<file path="src/rtl/pe_act_receiver_pkg.sv">
// Shared PE definitions: bus widths and the receive-side FSM encoding.
package pe_act_receiver_pkg;

    localparam int PeDataBus  = 16;
    localparam int PeAddrBus  = 10;
    localparam int PEQueueBus = PeAddrBus + PeDataBus;

    typedef enum logic [1:0] {
        RX_RECV       = 2'd0,
        RX_WAIT_DRAIN = 2'd1,
        RX_DONE       = 2'd2
    } rx_state_t;

endpackage

</file>
<file path="src/rtl/pe_skid_buffer.sv">
// Two-entry FIFO between the router side and the activation queue.
module pe_skid_buffer #(
    parameter int W = 26
) (
    input  logic         clk,
    input  logic         rst,
    input  logic         wr_en,
    input  logic [W-1:0] wr_data,
    input  logic         rd_en,
    output logic [1:0]   count,
    output logic [W-1:0] head
);

    logic [W-1:0] mem [2];
    logic         wr_ptr;
    logic         rd_ptr;

    always_ff @(posedge clk) begin
        if (rst) begin
            mem[0] <= '0;
            mem[1] <= '0;
            wr_ptr <= 1'b0;
            rd_ptr <= 1'b0;
            count  <= 2'd0;
        end else begin
            if (wr_en) begin
                mem[wr_ptr] <= wr_data;
                wr_ptr      <= ~wr_ptr;
            end
            if (rd_en) begin
                rd_ptr <= ~rd_ptr;
            end
            // simultaneous write and pop leaves the occupancy unchanged
            case ({wr_en, rd_en})
                2'b10:   count <= count + 2'd1;
                2'b01:   count <= count - 2'd1;
                default: count <= count;
            endcase
        end
    end

    assign head = mem[rd_ptr];

endmodule

</file>
<file path="src/rtl/pe_act_receiver.sv">
// Receives broadcast activation flits, drops zeros, feeds the activation queue
// and signals layer completion once every PE's end marker has arrived.
//
// state         | meaning
// RX_RECV       | accepting flits, collecting end-of-broadcast markers
// RX_WAIT_DRAIN | all markers seen; router held off until buffer and queue empty
// RX_DONE       | one-cycle comp_done, marker mask cleared
module pe_act_receiver
    import pe_act_receiver_pkg::*;
#(
    parameter int NUM_PE = 64,
    parameter int DATA_W = PeDataBus,
    parameter int IDX_W  = PeAddrBus,
    parameter int SRC_W  = $clog2(NUM_PE)
) (
    input  logic                    clk,
    input  logic                    rst,
    input  logic                    recv_valid,
    output logic                    recv_rdy,
    input  logic                    recv_last,
    input  logic [SRC_W-1:0]        recv_src,
    input  logic [IDX_W-1:0]        recv_idx,
    input  logic [DATA_W-1:0]       recv_data,
    input  logic                    queue_full,
    input  logic                    queue_empty,
    output logic                    push_act,
    output logic [IDX_W+DATA_W-1:0] act_in,
    output logic                    comp_done,
    output logic                    err_dup
);

    rx_state_t                state;
    logic [NUM_PE-1:0]        seen;
    logic [NUM_PE-1:0]        seen_set;
    logic [1:0]               skid_cnt;
    logic [IDX_W+DATA_W-1:0]  skid_head;
    logic                     xfer;
    logic                     mark;
    logic                     wr_en;

    assign recv_rdy = !rst && (state == RX_RECV) && (skid_cnt < 2'd2);
    assign xfer     = recv_valid && recv_rdy;
    assign mark     = xfer && recv_last;
    assign wr_en    = xfer && !recv_last && (recv_data != '0);

    assign push_act  = (skid_cnt != 2'd0) && !queue_full;
    assign act_in    = skid_head;
    assign comp_done = (state == RX_DONE);

    always_comb begin
        seen_set = '0;
        if (mark) begin
            seen_set[recv_src] = 1'b1;
        end
    end

    pe_skid_buffer #(
        .W(IDX_W + DATA_W)
    ) u_skid (
        .clk     (clk),
        .rst     (rst),
        .wr_en   (wr_en),
        .wr_data ({recv_idx, recv_data}),
        .rd_en   (push_act),
        .count   (skid_cnt),
        .head    (skid_head)
    );

    always_ff @(posedge clk) begin
        if (rst) begin
            state   <= RX_RECV;
            seen    <= '0;
            err_dup <= 1'b0;
        end else begin
            case (state)
                RX_RECV: begin
                    seen <= seen | seen_set;
                    // the final marker moves us on in the same cycle it lands
                    if (&(seen | seen_set)) begin
                        state <= RX_WAIT_DRAIN;
                    end
                end
                RX_WAIT_DRAIN: begin
                    if ((skid_cnt == 2'd0) && queue_empty) begin
                        state <= RX_DONE;
                    end
                end
                RX_DONE: begin
                    seen  <= '0;
                    state <= RX_RECV;
                end
                default: state <= RX_RECV;
            endcase
            if (mark && seen[recv_src]) begin
                err_dup <= 1'b1;
            end
        end
    end

endmodule

</file>
<file path="config.mk">
export PLATFORM = sky130hd
export DESIGN_NAME = pe_act_receiver
export DESIGN_NICKNAME = d
export VERILOG_FILES = /design/src/rtl/pe_act_receiver_pkg.sv /design/src/rtl/pe_skid_buffer.sv /design/src/rtl/pe_act_receiver.sv
export SDC_FILE = /design/constraint.sdc
export NUM_CORES = 1
export LEC_CHECK = 0
export ABC_AREA = 1
export CAP_MARGIN = 0
export CELL_PAD_IN_SITES_DETAIL_PLACEMENT = 0
export CELL_PAD_IN_SITES_GLOBAL_PLACEMENT = 2
export CORE_ASPECT_RATIO = 0.6
export CORE_MARGIN = 5
export CORE_UTILIZATION = 34
export CTS_BUF_LIST = sky130_fd_sc_hd__clkbuf_8
export CTS_CLUSTER_SIZE = 24
export DETAILED_ROUTE_END_ITERATION = 8
export PLACE_DENSITY_LB_ADDON = 0.1
export REMOVE_ABC_BUFFERS = 1
export SLEW_MARGIN = 20
export SYNTH_ARGS = -nofsm -noshare
export SYNTH_HDL_FRONTEND = slang
export SYNTH_SLANG_ARGS = --single-unit
</file>
<file path="constraint.sdc">
create_clock -name clk -period 3.7 [get_ports clk]
set_input_delay 0.74 -clock clk [delete_from_list [all_inputs] [get_ports clk]]
set_output_delay 0.74 -clock clk [all_outputs]
set_load 0.05 [all_outputs]
</file>
### After elaboration in Yosys (flattened, before gate mapping)

Memory sizes are Yosys's and may differ from the RTL's. A register that Yosys moved wholly into a read port is not among the register bits.
Cells that the tools add are included.

| storage, ports and cells | value |
|---|---|
| register bits after elaboration | 71 |
| RAM bits | 52 |
| input port bits | 38 |
| output and inout bits | 30 |
| word-level logic and storage cells | 63 |
| memories kept | 1 |

Memory list:

| name | words | width | rd ports | clocked after memory_dff | wr ports | RTL line | source |
|---|---|---|---|---|---|---|---|
| u_skid.mem | 2 | 26 | 1 | 1 | 2 | pe_skid_buffer.sv:14 | `logic [W-1:0] mem [2];` |

| operators by class | value |
|---|---|
| add/subtract/negate cells | 2 |
| $lt $le $gt $ge | 3 |
| eq/ne operators | 6 |
| multiplexer cells | 20 |
| bitwise logic cells | 3 |
| reductions and logical operators | 22 |

Operators with widths:

| operator | count |
|---|---|
| $pmux 64 s2 | 1 |
| $mux 64 | 1 |
| $or 64x64->64 | 1 |
| $reduce_and 64->1 | 1 |
| $mux 26 | 1 |
| $reduce_or 26->1 | 1 |
| $reduce_bool 16->1 | 1 |
| $mux 1 | 11 |
| $logic_and 1x1->1 | 10 |
| $pmux 2 s2 | 2 |
| $lt 6x7->1 const B | 1 |
| $bmux 1 s6 | 1 |
| $demux 1 s6 | 1 |
| $ge 6x1->1 const B | 1 |
| $reduce_bool 2->1 | 3 |
| $eq 2x1->1 const B | 2 |
| $eq 2x2->1 const B | 2 |
| $logic_not 2->1 | 2 |
| $mux 2 | 2 |
| $logic_not 1->1 | 3 |
| $add 2x1->2 const B | 1 |
| $lt 2x2->1 const B | 1 |
| $ne 2x1->1 const B | 1 |
| $ne 2x2->1 const B | 1 |
| other kinds (3) | 4 |

### Longest topological paths before layout

Gate-level depths: netlist (run 1).

| logic depth | value |
|---|---|
| depth after elaboration | 11 |
| mapped depth | 15 |

### Cells and area by module

From an unflattened synthesis (run 1), not the netlist that was laid out.

| second synthesis, totals | value |
|---|---|
| cell total of the unflattened synthesis | 819 |
| area, all modules | 6373.6 sq um |

By module, submodules not included:

| module | times used | cells an instance | area an instance (sq um) | sequential area each (sq um) |
|---|---|---|---|---|
| pe_act_receiver | 1 | 624 | 3908.7 | 1341.3 |
| pe_skid_buffer | 1 | 195 | 2464.9 | 1661.6 |

### Worst setup path before layout (run 1)

No wires, ideal clock.

| timing | value |
|---|---|
| path type | input to register |
| from | in rst |
| to | mem u_skid.mem[0][0], enable pin |
| setup time | 0.383 ns |
| data arrival time | 2.495 ns |
| required time | 3.317 ns |
| path slack | 0.822 ns |
| stages on the path | 9 |
| path buffers | 3 |
| cell sequence | buf_6 > nor2_4 > nand2_1 > nor2_1 > nand3_1 > or2_2 > clkbuf_1 > buf_2 > nand2_1 |

RTL lines:

| element | RTL line | source |
|---|---|---|
| from (decl) | pe_act_receiver.sv:17 | `input logic rst,` |
| to (decl) | pe_skid_buffer.sv:14 |  |

### Worst setup path in the final report (run 1)

| timing | value |
|---|---|
| from | in queue_full |
| to | out push_act |

| on the way | value |
|---|---|
| cells in the longest elaborated chain, start to end | 2 |

RTL lines:

| element | RTL line | source |
|---|---|---|
| from (decl) | pe_act_receiver.sv:24 | `input logic queue_full,` |
| $logic_not 1->1 | pe_act_receiver.sv:46 | `assign push_act = (skid_cnt != 2'd0) && !queue_full;` |
| $logic_and 1x1->1 | pe_act_receiver.sv:46 |  |
| to (decl) | pe_act_receiver.sv:26 | `output logic push_act,` |

No other way between the ends.

==> results of run 1 <==
worst reg2reg max path, stage by stage, from the launching register on:
cell,delay (ps)
dfxtp_1,350
nor2_1,200
nand2_1,100
nor2_1,220
nand3_1,170
or2_2,420
nand2_1,90
buf_4,360
stage by stage:
stage	hold WS [ps]	instance area (um2)	cells	setup TNS, ps	total power [mW]
floorplan	421.7	6042	762	-10.68	1.778
global placement	435.2	7186	1090	0	1.971
detailed placement	447.4	7186	1090	0	1.976
CTS	458.3	7547	1122	0	3.104
global route	476.8	7547	1122	0	3.203
finish	455.7	7547	1122	0	3.057
synthesized netlist by cell type:
library cell  number  area share [%]
a21oi_1           15             1.2
a22oi_1            5            0.60
a31oi_1            1            0.10
buf_1              7            0.42
buf_2              7            0.56
buf_6              7             1.3
clkbuf_1          18             1.1
dfxtp_1           72              23
edfxtp_1          52              25
ha_1               1            0.20
inv_1            118             7.1
mux2_2            26             4.7
nand2_1          190              11
nand3_1           25             2.0
nand3_2            3            0.48
nand3b_1           2            0.24
nand4_1            3            0.30
nor2_1           155             9.3
nor2_4             1            0.18
nor2_8             1            0.32
nor3_1             1           0.080
nor3b_1           64             7.7
nor4_1             4            0.40
o21ai_0            2            0.16
o22ai_1           18             1.8
or2_2              1            0.10
xnor2_1            1            0.14
xor2_1             1            0.14
logic make-up (layout without fill, tap and decap cells):
group | after synthesis | count (layout) | synth area share, %
simple gates | 450 | 450 | 32.51
buf+inv | 157 | 238 | 10.41
flops | 124 | 124 | 48.05
compound gates | 41 | 41 | 3.864
mux | 26 | 26 | 4.685
xor+xnor | 2 | 2 | 0.2803
fa+ha+maj | 1 | 1 | 0.2002
routing by layer:
layer  part of all wire, %  up-vias
met1                    52     2479
met2                    42      107
met5                     0        -
li1                      -     2664
met3                   4.7       16
met4                   1.1        0
flip-flops by register name, summed over array words and instances, names as in the netlist, named ones only:
signal         flops
u_skid.count       2
u_skid.mem        52
u_skid.rd_ptr      1
u_skid.wr_ptr      1
seen              64
state              2
err_dup            1
cells in the final DEF (no fill, tap or decap), types with 5 or more instances in the layout:
cell type        instances
clkdlybuf4s50_1         66
clkbuf_8                17
inv_1                  119
o22ai_1                 18
nand2_1                190
mux2_2                  26
nor3b_1                 64
nand3_1                 25
edfxtp_1                52
a22oi_1                  5
a21oi_1                 15
dfxtp_1                 72
nor2_1                 154
buf_4                   20
report_power, final:
group          leakage (nW)  switching (mW)  internal [mW]
registers              1.12          0.0144           1.46
clock network         0.179           0.588          0.528
logic                  1.81           0.299          0.163
total                  3.11           0.902           2.16
worst paths after layout:
check / from / end / cells past startpoint
hold reg to reg: u_skid.count[0] / u_skid.count[0] / 1
setup reg to reg: state[0] / u_skid.mem[0][1] / 7
hold / removal: u_skid.count[0] / u_skid.count[0] / 1
setup / recovery: queue_full / push_act / 3
area by class of cell:
cell class / count / share of cell area, %
Sequential cell: 124 / 39.79
Multi-Input combinational cell: 520 / 34.50
Timing Repair Buffer: 88 / 11.07
Inverter: 118 / 5.869
Tap cell: 240 / 3.979
Clock buffer: 17 / 3.100
Clock inverter: 15 / 1.691
==> flow_metrics.tcl, run 1 <==
set metrics [dict create \
    status "finished clean" \
    clk_pin_slew_worst_paths_ps 70 \
    die_h_um 115.0 \
    core_area_mm2 0.01807 \
    cts_tree "yes" \
    wl_per_cell_um 15.87 \
    drt_iter0_drc 318 \
    drv_cap 0 \
    cp_num_buf_inv 2 \
    crit_arrival_ps 2430 \
    antenna_found_initial 0 \
    dr.pass1.iters 5 \
    multi_input_area_mm2 0.002604 \
    worst_slack_ps 527.7 \
    cts.repair.resized 0 \
    required_ps 2960 \
    ir_worst_vdd_uv 162.4 \
    grt_use_met1_pct 25.80 \
    io_pins 68 \
    cpLargestDelayFamily "buffers and inverters" \
    grt_pass1_wl_um 27790 \
    ys_ff_latch 124 \
    fin_util_pct 41.77 \
    power_density_mw_per_mm2 405.0 \
    ys_warn_count 0 \
    grt_use_total_pct 17.24 \
    global_route.usage.met3_pct 3.952 \
    holdBufCountCts 0 \
    clk_latency_ps 450 \
    synth_area_per_cell_um2 7.802 \
    drc 0 \
    slew-limit-headroom_pct 45.58 \
    fp.dieW_um 185.0 \
    crit_path_frequent_cell "clkdlybuf4s50_1" \
    diodes 0 \
    fin_nets 908 \
    cts-root-buf "clkbuf_8" \
    place.gp.congestion 0.8200 \
    ys_types 28 \
    area_delta_synth_final_pct 20.76 \
    grt_max_degree 70 \
    cp_slowest_stage_delay_ps 900 \
    finalHoldViolCount 0 \
    rows 38 \
    overflow 0 \
    cts.path.max_buffers 2 \
    slowest_stage "clkdlybuf4s50_1" \
    via_count 5266 \
    synthCells 801 \
    fillers 1849 \
    tightest_slew_ps 816.2 \
    hpwlAfterDp_um 12220 \
    finalCritPeriodShare_pct 85.74 \
    initial_core_util_pct 34.59 \
    hold_path.class "flip-flop to flip-flop" \
    cts_sinks 124 \
    crit_path_cell_trace "clkdlybuf4s50_1 > a21oi_1 > clkdlybuf4s50_1" \
    drive_gt1_share_pct 9.751 \
    postRouteAntennaNets 0 \
    min_period_ps 3172 \
    crit_type "input port to output pin" \
    cts_max_level 4 \
    rsz0062_at_grt "no" \
    p_leak_nw 3.106 \
    io_buffers 67 \
    fmax_ghz 0.3152 \
    cts_buffers 17 \
    grt_pass1_vias 5108 \
    die_area_mm2 0.02128 \
    fin_skew_ps 13.33 \
    end_kind "output pin" \
    netlist_area_mm2 0.006250 \
    cts_setup_buffers 0 \
    grt-busiest-layer "met1" \
    pre_cts_slack_ps 504.8 \
    ys_seq_area_share_pct 48.05 \
    wirelength_um 17810 \
    finalSetupViolations 0 \
    ff2ff_setup_slack_ps 1450 \
    drv_slew 0 \
    gr-usage-met2_pct 24.91 \
    regArea_mm2 0.003003 \
    cp-start-kind "input port" \
    vias_per_cell 4.693 \
    critPathMaxFanout 5 \
]
(Power assumes the default switching activity.)
==> run 2: changes to the inputs <==
--- a/config.mk
+++ b/config.mk
@@ -6,6 +6,7 @@
 export NUM_CORES = 1
 export LEC_CHECK = 0
 export ABC_AREA = 1
+export ABC_CLOCK_PERIOD_IN_PS = 3700
 export CAP_MARGIN = 0
 export CELL_PAD_IN_SITES_DETAIL_PLACEMENT = 0
 export CELL_PAD_IN_SITES_GLOBAL_PLACEMENT = 2
==> results of run 2 <==
No change in the layout: final DEF, timing and power equal those of run 1.
